**src/rtl/mult_div_unit.sv**
```systemverilog
// mult_div_unit: iterative signed multiply / divide unit with HI/LO result registers.
//   MULT: radix-2 Booth, one step per RUN cycle, {hi,lo} = 64-bit signed product.
//   DIV : restoring division on operand magnitudes, signs fixed up at FINISH;
//         lo = quotient (truncating toward zero), hi = remainder (sign of dividend).
// Ports:
//   clk, reset      clock, asynchronous active-high reset
//   start, op       request a new op in IDLE; op 0 = MULT, 1 = DIV
//   a, b            operands, latched on the accepting edge
//   busy            high in RUN and FINISH
//   done            one-cycle pulse, results valid from this cycle
//   div_zero        last accepted DIV had b = 0 (held until next accepted start)
//   hi, lo          result registers
module mult_div_unit #(
  parameter int WIDTH = 32
) (
  input  logic             clk,
  input  logic             reset,
  input  logic             start,
  input  logic             op,
  input  logic [WIDTH-1:0] a,
  input  logic [WIDTH-1:0] b,
  output logic             busy,
  output logic             done,
  output logic             div_zero,
  output logic [WIDTH-1:0] hi,
  output logic [WIDTH-1:0] lo
);
  localparam int CW = $clog2(WIDTH);

  typedef enum logic [1:0] {S_IDLE, S_RUN, S_FINISH} state_e;

  state_e           state_q, state_d;
  logic [CW-1:0]    cnt_q;
  logic             op_q;
  logic             neg_quo_q, neg_rem_q;
  logic [WIDTH-1:0] m_q;      // MULT: multiplicand; DIV: divisor magnitude
  logic [WIDTH:0]   acc_q;    // MULT: upper product half (+guard); DIV: partial remainder
  logic [WIDTH-1:0] qr_q;     // MULT: multiplier / lower half; DIV: dividend -> quotient
  logic             qm1_q;    // Booth q[-1]
  logic [WIDTH-1:0] hi_q, lo_q;
  logic             done_q, dz_q;

  logic             accept;
  logic             last_iter;
  logic [WIDTH-1:0] a_mag, b_mag;

  // Booth step
  logic [WIDTH:0]   m_ext, booth_sum, booth_acc_d;
  logic [WIDTH-1:0] booth_qr_d;

  // Restoring-division step
  logic [WIDTH:0]   rem_sh, rem_diff, div_acc_d;
  logic [WIDTH-1:0] div_qr_d;

  // ---------------- FSM: state register ----------------
  always_ff @(posedge clk or posedge reset) begin
    if (reset) state_q <= S_IDLE;
    else       state_q <= state_d;
  end

  // ---------------- FSM: next state ----------------
  always_comb begin
    state_d = state_q;
    case (state_q)
      S_IDLE:   if (start) state_d = (op && (b == '0)) ? S_FINISH : S_RUN;
      S_RUN:    if (last_iter) state_d = S_FINISH;
      S_FINISH: state_d = S_IDLE;
      default:  state_d = S_IDLE;
    endcase
  end

  // ---------------- FSM: outputs ----------------
  always_comb begin
    busy = 1'b0;
    case (state_q)
      S_RUN, S_FINISH: busy = 1'b1;
      default:         busy = 1'b0;
    endcase
  end

  assign accept    = (state_q == S_IDLE) && start;
  assign last_iter = (cnt_q == CW'(WIDTH - 1));

  assign a_mag = a[WIDTH-1] ? (~a + 1'b1) : a;
  assign b_mag = b[WIDTH-1] ? (~b + 1'b1) : b;

  // Booth: acc carries one guard bit so adding/subtracting the most negative
  // multiplicand cannot overflow before the arithmetic shift.
  assign m_ext = {m_q[WIDTH-1], m_q};
  always_comb begin
    booth_sum = acc_q;
    case ({qr_q[0], qm1_q})
      2'b01:   booth_sum = acc_q + m_ext;
      2'b10:   booth_sum = acc_q - m_ext;
      default: booth_sum = acc_q;
    endcase
  end
  assign booth_acc_d = {booth_sum[WIDTH], booth_sum[WIDTH:1]};
  assign booth_qr_d  = {booth_sum[0], qr_q[WIDTH-1:1]};

  // Restoring division: shift in the next dividend bit, trial-subtract, and
  // keep the difference only if it did not go negative.
  assign rem_sh   = {acc_q[WIDTH-1:0], qr_q[WIDTH-1]};
  assign rem_diff = rem_sh - {1'b0, m_q};
  always_comb begin
    if (rem_diff[WIDTH]) begin
      div_acc_d = rem_sh;
      div_qr_d  = {qr_q[WIDTH-2:0], 1'b0};
    end else begin
      div_acc_d = rem_diff;
      div_qr_d  = {qr_q[WIDTH-2:0], 1'b1};
    end
  end

  // ---------------- Datapath ----------------
  always_ff @(posedge clk or posedge reset) begin
    if (reset) begin
      cnt_q     <= '0;
      op_q      <= 1'b0;
      neg_quo_q <= 1'b0;
      neg_rem_q <= 1'b0;
      m_q       <= '0;
      acc_q     <= '0;
      qr_q      <= '0;
      qm1_q     <= 1'b0;
      hi_q      <= '0;
      lo_q      <= '0;
      done_q    <= 1'b0;
      dz_q      <= 1'b0;
    end else begin
      done_q <= (state_q == S_FINISH);
      case (state_q)
        S_IDLE: begin
          if (accept) begin
            cnt_q     <= '0;
            op_q      <= op;
            neg_quo_q <= a[WIDTH-1] ^ b[WIDTH-1];
            neg_rem_q <= a[WIDTH-1];
            m_q       <= op ? b_mag : a;
            qr_q      <= op ? a_mag : b;
            acc_q     <= '0;
            qm1_q     <= 1'b0;
            dz_q      <= 1'b0;
          end
        end
        S_RUN: begin
          cnt_q <= cnt_q + CW'(1);
          if (op_q) begin
            acc_q <= div_acc_d;
            qr_q  <= div_qr_d;
          end else begin
            acc_q <= booth_acc_d;
            qr_q  <= booth_qr_d;
            qm1_q <= qr_q[0];
          end
        end
        S_FINISH: begin
          // m_q holds |b| for DIV, which is zero exactly when b was zero.
          if (op_q && (m_q == '0)) begin
            dz_q <= 1'b1;
          end else if (op_q) begin
            lo_q <= neg_quo_q ? (~qr_q + 1'b1) : qr_q;
            hi_q <= neg_rem_q ? (~acc_q[WIDTH-1:0] + 1'b1) : acc_q[WIDTH-1:0];
          end else begin
            hi_q <= acc_q[WIDTH-1:0];
            lo_q <= qr_q;
          end
        end
        default: ;
      endcase
    end
  end

  assign done     = done_q;
  assign div_zero = dz_q;
  assign hi       = hi_q;
  assign lo       = lo_q;

endmodule

```
**config.mk**
```make
export PLATFORM = sky130hd
export DESIGN_NAME = mult_div_unit
export DESIGN_NICKNAME = d
export VERILOG_FILES = /design/src/rtl/mult_div_unit.sv
export SDC_FILE = /design/constraint.sdc
export NUM_CORES = 1
export LEC_CHECK = 0
export ABC_AREA = 1
export BUFFER_PORTS_ARGS = -buffer_cell sky130_fd_sc_hd__buf_4
export CORE_MARGIN = 5
export CORE_UTILIZATION = 25
export CTS_BUF_LIST = sky130_fd_sc_hd__clkbuf_4
export CTS_CLUSTER_DIAMETER = 30
export DETAILED_ROUTE_END_ITERATION = 6
export GPL_TIMING_DRIVEN = 1
export PLACE_DENSITY = 0.46
export SYNTH_ARGS = -nofsm -noshare
export SYNTH_HDL_FRONTEND = slang
export SYNTH_SLANG_ARGS = --single-unit
```
**constraint.sdc**
```tcl
create_clock -name clk -period 5.8 [get_ports clk]
set_input_delay 0.87 -clock clk [delete_from_list [all_inputs] [get_ports clk]]
set_output_delay 0.87 -clock clk [all_outputs]
set_load 0.02 [all_outputs]
```
==> flow_summary_export.csv, run 1 <==
group,metric,value,unit
synthesis,synth-seq-cells,174,
global_route,grt_usage,19.1,%
worst_setup_path,worstPathCellList,"inv_1, ha_1, inv_1, fa_1, nand3_1, nand3_1, nand3_1, nand3_1, nand2_1, nand2_1, nand2_1, o311ai_0, ha_1, buf_4, nand3_1, o211ai_1, nand2_1, o22ai_1",
routing,drt_iter0_markers,1761,
power_and_ir_drop,peakVddDrop,326,uV
worst_setup_path,cp_max_fo,23,
outcome,violations,"design-rule violations",
timing,maxSlewHeadroom,32.7,%
worst_setup_path,r2r_slack,1890,ps
synthesis,synth_largest_area_cell,"dfrtp_1",
synthesis,synth_nets,3178,
timing,maxSlewViolCount,0,
place,gp_congestion,0.928,
worst_setup_path,slowest_delay,490,ps
power_and_ir_drop,share_comb_of_total_power,75.2,%
clocking,postCtsHoldBufs,0,
power_and_ir_drop,seqPwrFrac,18.7,%
worst_setup_path,critPathBufInv,3,
worst_setup_path,path_delay_family,"simple AND/OR/NAND/NOR gates",
finish,drive_gt1_share,8.09,%
clocking,htreeDepth,4,
global_route,overflow,0,
timing,setup_tns,0,ps
clocking,clk_latency,780,ps
synthesis,ys_types,50,
clocking,path_clk_slew,180,ps
timing,worstMarginPinSlew,1010,ps
floorplan,dieWidth,278,um
power_and_ir_drop,p_leak,10.3,nW
floorplan,die_y,278,um
place,hpwl,60900,um
synthesis,postSynthCellCount,3032,
power_and_ir_drop,swShare,61.3,%
timing,finalCriticalPeriod,3910,ps
clocking,clockRootBuffer,"clkbuf_4",
synthesis,yosys_warnings,0,
finish,layout-area-overhead-vs-synth,12.3,%
timing,hold_viol_final,0,
worst_setup_path,path_class,"register to register",
floorplan,die-area,0.0773,mm2
routing,via_count,19600,
power_and_ir_drop,power_report.internal_total,5.22,mW
hold_path,hold_class,"primary input to asynchronous set/reset pin",
synthesis,ys_seq_area_share,24.3,%
routing,viasPerCell,4.81,
routing,ant_nets,0,
timing,finalSetupViolations,0,
routing,drc,2,
global_route,grt_pass1_vias,18600,
timing,maxClockFrequency,0.256,GHz
timing,fin_worst_skew,34.4,ps
global_route,antenna_found_initial,1,
worst_setup_path,start_kind,"register",
run,max-cap-violations,0,
floorplan,start_util,25.2,%
clocking,cts.sinks,174,
global_route,grt_pass1_wl,114000,um
synthesis,synth.area.top_cells,"dfrtp_1 (24%), nand2_1 (20%), inv_1 (8.2%), nor2_1 (6.5%), a21oi_1 (6.1%)",
floorplan,ios,135,
power_and_ir_drop,powerDensity,670,mW/mm2
worst_setup_path,required,6490,ps
worst_setup_path,crit_path_end_kind,"register",
power_and_ir_drop,total_power,13.5,mW
synthesis,syn_avg_cell_area,5.92,um2
power_and_ir_drop,power.switching,8.29,mW
clocking,numCtsBuffers,17,
floorplan,row_count,98,
worst_setup_path,crit_arrival,4600,ps
clocking,cts_tree,"yes",
routing,avgRoutedWirePerCell,18.6,um
clocking,clock_path_buffers,2,
timing,min_period_over_period,67.5,%
timing,hold_slack,209,ps
outcome,status,"finished, violations left",
routing,drt-total-wl,75600,um
worst_setup_path,crit_slowest_cell,"dfrtp_1",
routing,first_pass_iters,7,
finish,layout.nets,3247,
power_and_ir_drop,p_clk_share,6.0,%
global_route,grt_start_max_net_pins,106,
place,port_buffers,134,
clocking,cts-resized-gates,0,
floorplan,fp.coreArea,0.0714,mm2
worst_setup_path,path_common_cell,"nand3_1",
timing,rsz0062_at_grt,"false",
clocking,post_cts_buffers,0,
synthesis,synth_top_area_share,24.3,%
synthesis,synth_area,0.0180,mm2
-- cell usage after synthesis, drive strengths merged --
cell and n:
nand3b 17, nand2 973, a211oi 2, nor3b 1, or2 6, nor2 330
a21o 6, and3 4, a31o 1, o21ai 220, clkinv 3, o22ai 9
nor4 3, o311ai 1, o31ai 5, a31oi 17, dfrtp 174, nor3 40
clkbuf 66, fa 2, a21oi 220, nand4 38, nand3 207, buf 39
o221ai 13, xnor2 25, ha 76, o211ai 25, a22oi 1, xor2 87
inv 414, o21bai 5, a22o 2
-- cell usage in the layout, fill, tap and decap left out, drive strengths merged, types with 4 or more instances in the layout --
cell type and instances:
nand2 973, inv 422, nor2 330, a21oi 220
o21ai 220, nand3 207, dfrtp 174, buf 155
xor2 87, ha 76, nor3 40, nand4 38
xnor2 25, o211ai 25, a31oi 17, clkbuf 17
nand3b 17, o221ai 13, o22ai 9, clkinv 8
a21o 6, or2 6, o21bai 5, o31ai 5
and3 4
-- cells by family (layout without fill, tap and decap cells) --
family	after synthesis	in the layout	synth area share (%)
AND/OR/NAND/NOR	1619	1619	37.5
AO/OA/AOI/OAI	527	527	15.8
buffers and inverters	522	604	11.4
flip-flops	174	174	24.3
XOR/XNOR	112	112	5.46
adder cells (fa/ha/maj)	78	78	5.52
other	0	1	0
-- metal layers --
layer	global-route usage (%)	routed length [um]	vias to the layer above
li1	-	-	9866
met1	27.2	35900	9022
met2	29.6	32800	585
met3	2.76	4290	97
met4	6.58	2600	0
met5	0	0	-
-- worst paths after layout --
path	from	end	depth (start not counted)
max reg2reg	qr_q[31]	acc_q[5]	18
max in group asynchronous	reset	lo[7]	3
min reg2reg	hi[9]	hi[9]	2
min	reset	hi[1]	2
min in group clk	a[2]	m_q[2]	3
max	qr_q[31]	acc_q[5]	18
-- layout make-up --
cell class | instances | area, um2
Antenna cell | 1 | 2.50
Clock buffer | 17 | 128
Clock inverter | 15 | 188
Fill cell | 8293 | 51200
Inverter | 417 | 1570
Multi-Input combinational cell | 2336 | 11600
Sequential cell | 174 | 4360
Tap cell | 950 | 1190
Timing Repair Buffer | 155 | 1160
-- power by group through the flow --
stage               clock network (mW)  registers, mW  logic (mW)
finish                           0.812           2.53        10.2
global route                     0.881           2.61        11.4
CTS                              0.848           2.54        10.1
detailed placement                   0           2.57        10.0
global placement                     0           2.57        10.1
floorplan                            0           2.46        6.77
-- state kept, by name (all words and copies together), names as in the netlist --
register	cells
acc_q	33
hi	32
lo	32
m_q	32
qr_q	32
cnt_q	5
state_q	2
div_zero	1
done	1
neg_quo_q	1
neg_rem_q	1
op_q	1
qm1_q	1
-- worst reg2reg max path, delay by kind of cell, from the launching register on --
kind / cells / cell delay (ps)
AO/OA/AOI/OAI: 3 / 420
flip-flops: 1 / 490
adder cells (fa/ha/maj): 3 / 1050
buffers and inverters: 3 / 650
AND/OR/NAND/NOR: 9 / 1240
-- through the flow --
| step | setup slack (ps) | util, % | std cells | cell area, um2 |
|---|---|---|---|---|
| 6_report | 1890 | 28.3 | 4065 | 20200 |
| 3_3_place_gp | 1910 | 27.8 | 4032 | 19800 |
| 4_1_cts | 1900 | 28.2 | 4064 | 20200 |
| 2_1_floorplan | 213 | - | 3032 | 18000 |
| 5_1_grt | 1610 | 28.3 | 4065 | 20200 |
| 3_5_place_dp | 1940 | 27.8 | 4032 | 19800 |
Power figures use the tool's default switching activity.
==> run 2: changes to the inputs <==
- clock period: 5.8 -> 3.5 ns (I/O delays scaled with it)
==> run 2 against run 1 <==
The run now ends clean. Combinational power rose by 95%. Critical path type unchanged. First-iteration DRC count rose by 7.3%. Non-clock buffer count rose by 116. Routed wire length rose by 4.1%. Largest power group unchanged. Clock skew fell by 1.1 ps. Global-route usage rose by 0.58 points. Flip-flop and latch count did not move. Critical path depth rose by 7. Die area did not move. Maximum frequency rose by 14%.
==> flow_summary_export.csv, run 2 (synthesized netlist as in run 1, its figures left out) <==
group,metric,value,unit
outcome,status,"complete, no violations",
routing,first_pass_iters,6,
timing,rsz0062_at_grt,"true",
floorplan,start_util,25.2,%
routing,drt_iter0_markers,1890,
clocking,path_clk_slew,210,ps
finish,drive_gt1_share,15.4,%
clocking,cts_tree,"yes",
global_route,grt_pass1_wl,118000,um
finish,largest_reg_flops,33,
worst_setup_path,path_class,"register to register",
global_route,globalRoute.busiestLayer,"met2",
floorplan,die_y,278,um
global_route,grt_usage,19.7,%
global_route,overflow,0,
routing,drt-total-wl,78700,um
place,dp.cells,4124,
floorplan,row_count,98,
clocking,htreeDepth,4,
floorplan,die-area,0.0773,mm2
power_and_ir_drop,p_clk_share,5.1,%
timing,fin_worst_skew,33.3,ps
global_route,grtUsageMet3,2.70,%
run,max-cap-violations,0,
power_and_ir_drop,peakVddDrop,482,uV
floorplan,fp.coreArea,0.0714,mm2
clocking,clockRootBuffer,"clkbuf_4",
clocking,clock_path_buffers,2,
power_and_ir_drop,power.switching,14.8,mW
power_and_ir_drop,powerDensity,1150,mW/mm2
finish,n_fill_cell,8217,
timing,maxClockFrequency,0.292,GHz
power_and_ir_drop,p_leak,11.0,nW
routing,avgRoutedWirePerCell,18.8,um
global_route,met2_usage,30.7,%
clocking,numCtsBuffers,17,
global_route,grt_start_max_net_pins,65,
finish,final_common_cell,"nand2_1",
finish,top_register,"acc_q",
power_and_ir_drop,total_power,25.0,mW
timing,hold_slack,127,ps
timing,final.setup.worst_slack,79.6,ps
global_route,antenna_found_initial,3,
finish,fin_cells,4185,
timing,min_period_over_period,97.7,%
power_and_ir_drop,swShare,59.1,%
place,hpwl,64200,um
worst_setup_path,start_kind,"register",
clocking,cts.sinks,174,
routing,ant_nets,0,
power_and_ir_drop,share_comb_of_total_power,79.4,%
place,gp_congestion,0.950,
worst_setup_path,crit_path_end_kind,"register",
worst_setup_path,cp_max_fo,4,
power_and_ir_drop,power_report.internal_total,10.2,mW
routing,via_count,20200,
global_route,grt_pass1_vias,18800,
timing,finalSetupViolations,0,
hold_path,hold_class,"primary input to register",
routing,viasPerCell,4.84,
finish,layout-area-overhead-vs-synth,21.1,%
timing,worstMarginPinSlew,1010,ps
finish,layout_common_cells,"nand2_1 (921), inv_1 (382), nor2_1 (294)",
global_route,grt_use_met1,28.7,%
routing,drc,0,
clocking,clk_latency,770,ps
floorplan,ios,135,
place,port_buffers,134,
finish,layout.nets,3363,
power_and_ir_drop,seqPwrFrac,15.5,%
place,pre_cts_ws,-26.8,ps
timing,finalCriticalPeriod,3420,ps
worst_setup_path,crit_arrival,4120,ps
worst_setup_path,required,4200,ps
timing,maxSlewHeadroom,32.8,%
timing,maxSlewViolCount,0,
timing,hold_viol_final,0,
floorplan,dieWidth,278,um
## run 2: timing repair
item / 4_1_cts / 5_1_grt
gates resized for setup: 5 / 157
setup buffers: 2 / 21
pin swaps: 2 / 63
hold buffers: 1 / 0
endpoints found under the hold margin: 26 / 0
endpoints found under the setup margin: 6 / 34
## run 2: path summary, 6_finish.rpt
kind | start | end | slack, ps | depth (start not counted)
setup / recovery | m_q[1] | acc_q[27] | 80 | 25
min in group asynchronous | reset | done | 420 | 3
setup reg to reg | m_q[1] | acc_q[27] | 80 | 25
hold / removal | a[23] | qr_q[23] | 130 | 4
max in group asynchronous | reset | lo[26] | 2200 | 4
hold reg to reg | hi[18] | hi[18] | 510 | 2
## run 2: metal layers
layer	wire, um	share of wire [%]
met4	1910	2.4
met5	0	0
met2	34500	44
met3	4470	5.7
met1	37800	48
## run 2: cell type report
type | instances | area, um2 | area share, %
multi-input combinational | 2336 | 12100 | 55.9
timing repair buffer | 271 | 2160 | 9.92
sequential | 174 | 4360 | 20.0
tap | 950 | 1190 | 5.47
clock buffer | 17 | 128 | 0.587
clock inverter | 15 | 173 | 0.795
inverter | 417 | 1570 | 7.23
antenna | 5 | 12.5 | 0.0576
## run 2: power groups by stage
stage | clock network, mW | registers, mW | logic, mW
floorplan | 0 | 4.08 | 11.2
global placement | 0 | 3.93 | 18.3
detailed placement | 0 | 3.92 | 18.2
CTS | 1.32 | 3.87 | 18.4
global route | 1.40 | 4.00 | 21.9
finish | 1.27 | 3.89 | 19.9
## run 2: worst max-delay path, stage by stage, from the launching register on
cell and delay, ps:
dfrtp_1 420, inv_2 90, ha_4 140, nand2_2 60, nor2_4 110, nand3_2 110, nor2_4 170, nand3b_1 170
nor2_2 180, buf_4 120, nor2_1 30, xor2_1 240, ha_1 340, nand2_2 140, inv_1 50, nand2_1 80
nand2_2 60, inv_1 50, nand2_1 110, a21oi_2 180, nand2_1 70, nand2_1 80, nand3_2 80, nand2_2 150
nand3_2 60, nand2_1 80
## run 2: per-stage QoR
stage / util, % / setup TNS [ps] / cell area, um2
final: 30.5 / 0 / 21700
after global routing: 30.5 / -1160 / 21700
after CTS: 29.4 / 0 / 21000
after detailed placement: 28.9 / -61.4 / 20600
after global placement: 28.9 / -88.3 / 20600
after floorplan: - / 0 / 18000
==> run 3: changes to the inputs <==
- ABC_CLOCK_PERIOD_IN_PS: default -> 3500
- CTS_BUF_LIST: sky130_fd_sc_hd__clkbuf_4 -> default
==> run 3 against run 2 <==
Setup slack improved by 48 ps. Maximum frequency grew 1.4%. Non-clock buffer count unchanged. Clock-buffer cell count stayed put. Die area unchanged. Largest cell class unchanged. Highest routed layer unchanged.
==> flow_summary_export.csv, run 3 (synthesized netlist as in run 1, its figures left out) <==
group,metric,value,unit
timing,min_period_over_period,96.4,%
global_route,grt_pass1_wl,118000,um
power_and_ir_drop,share_comb_of_total_power,77.1,%
finish,layout-area-overhead-vs-synth,22.6,%
finish,top_register,"acc_q",
global_route,grt_start_max_net_pins,65,
worst_setup_path,cp_max_fo,3,
timing,final.setup.worst_slack,128,ps
outcome,status,"complete, no violations",
place,gp_congestion,0.950,
worst_setup_path,crit_arrival,3800,ps
clocking,clk_latency,490,ps
timing,maxClockFrequency,0.297,GHz
routing,ant_nets,0,
finish,layout.nets,3363,
floorplan,ios,135,
power_and_ir_drop,power.switching,14.9,mW
clocking,cts.sinks,174,
routing,drc,0,
finish,drive_gt1_share,15.4,%
power_and_ir_drop,power_report.internal_total,10.9,mW
hold_path,hold_class,"primary input to asynchronous set/reset pin",
power_and_ir_drop,powerDensity,1170,mW/mm2
timing,finalCriticalPeriod,3370,ps
worst_setup_path,required,3920,ps
timing,maxSlewHeadroom,35.3,%
power_and_ir_drop,peakVddDrop,498,uV
routing,first_pass_iters,5,
timing,rsz0062_at_grt,"true",
power_and_ir_drop,p_clk_share,7.7,%
clocking,numCtsBuffers,17,
finish,final_area,0.0220,mm2
clocking,path_clk_slew,70,ps
finish,utilization,30.8,%
timing,fin_worst_skew,12.4,ps
global_route,overflow,0,
floorplan,fp.coreArea,0.0714,mm2
global_route,grt_pass1_vias,18800,
floorplan,die_y,278,um
finish,largest_reg_flops,33,
finish,antenna_cells,0,
timing,maxSlewViolCount,0,
routing,viasPerCell,4.83,
clocking,clockRootBuffer,"clkbuf_16",
power_and_ir_drop,seqPwrFrac,15.2,%
routing,avgRoutedWirePerCell,18.8,um
power_and_ir_drop,swShare,57.7,%
routing,via_count,20200,
clocking,cts_tree,"yes",
finish,final_common_cell,"nand2_1",
power_and_ir_drop,p_leak,11.1,nW
floorplan,row_count,98,
place,hpwl,64200,um
floorplan,dieWidth,278,um
global_route,grt_usage,19.7,%
place,pre_cts_ws,-26.8,ps
finish,layout_common_cells,"nand2_1 (917), inv_1 (382), nor2_1 (294)",
worst_setup_path,crit_path_end_kind,"register",
routing,drt-total-wl,78800,um
timing,finalSetupViolations,0,
routing,drt_iter0_markers,1980,
floorplan,start_util,25.2,%
timing,worstMarginPinSlew,969,ps
clocking,clock_path_buffers,2,
power_and_ir_drop,total_power,25.7,mW
timing,setup_tns,0,ps
floorplan,die-area,0.0773,mm2
place,place_area,0.0206,mm2
run,max-cap-violations,0,
global_route,antenna_found_initial,1,
place,port_buffers,134,
worst_setup_path,path_class,"register to register",
worst_setup_path,start_kind,"register",
timing,hold_viol_final,0,
clocking,htreeDepth,4,
==> run 3: power groups by stage <==
stage | clock [mW] | combinational [mW] | sequential (mW)
after CTS | 2.04 | 18.4 | 3.88
after floorplan | 0 | 11.2 | 4.08
after global placement | 0 | 18.3 | 3.93
after global routing | 2.12 | 21.9 | 4.02
after detailed placement | 0 | 18.2 | 3.92
final | 1.98 | 19.9 | 3.90
==> run 3: through the flow <==
stage | std cells | hold slack (ps)
floorplan | 3032 | 471
global placement | 4124 | 472
detailed placement | 4124 | 469
CTS | 4157 | 128
global route | 4180 | 174
finish | 4180 | 140
==> run 3: path summary, 6_finish.rpt <==
kind                         from  cells after the start  slack, ps         to
max reg2reg                m_q[0]                     25        130  acc_q[26]
min reg2reg                hi[18]                      2        490     hi[18]
min                         reset                      2        140       done
max                        m_q[0]                     25        130  acc_q[26]
min in group clk            a[10]                      3        410    m_q[10]
max in group asynchronous   reset                      3       2470     lo[20]
==> run 3: cell type report <==
class                      count  area [um2]
clock buffer                  17         425
fill                        8171       49400
sequential                   174        4360
clock inverter                15         173
timing repair buffer         271        2150
multi-input combinational   2336       12100
inverter                     417        1570
tap                          950        1190
==> run 3: critical path: stages, from the launching register on <==
cell,delay [ps]
dfrtp_1,410
inv_2,90
ha_4,150
nand2_4,50
nor2_4,120
nand3_2,110
nor2_4,170
nand3b_1,170
buf_4,180
nor2_4,80
nor2_1,50
xor2_1,150
ha_1,370
buf_6,150
nand2_2,60
nand2_1,80
nand2_4,70
nand2_2,40
o21bai_1,160
a21oi_2,130
nand2_1,70
nand2_1,70
nand3_2,80
nand2_1,130
nand3_1,70
nand2_1,90
==> run 3: per-layer routing <==
layer  vias to the layer above  part of all wire (%)  global-route usage (%)
met5                         -                     0                       0
met4                         0                   2.6                    5.06
met3                        87                   5.5                    2.89
met2                       584                    44                    30.6
met1                      9390                    48                    28.7
li1                      10100                     -                       -
==> run 3: what timing repair did <==
item,4_1_cts,5_1_grt
setup endpoints to repair,5,30
pin swaps,2,49
cloned,0,0
hold buffers,0,0
buffers inserted,1,23
gates resized for setup,5,156
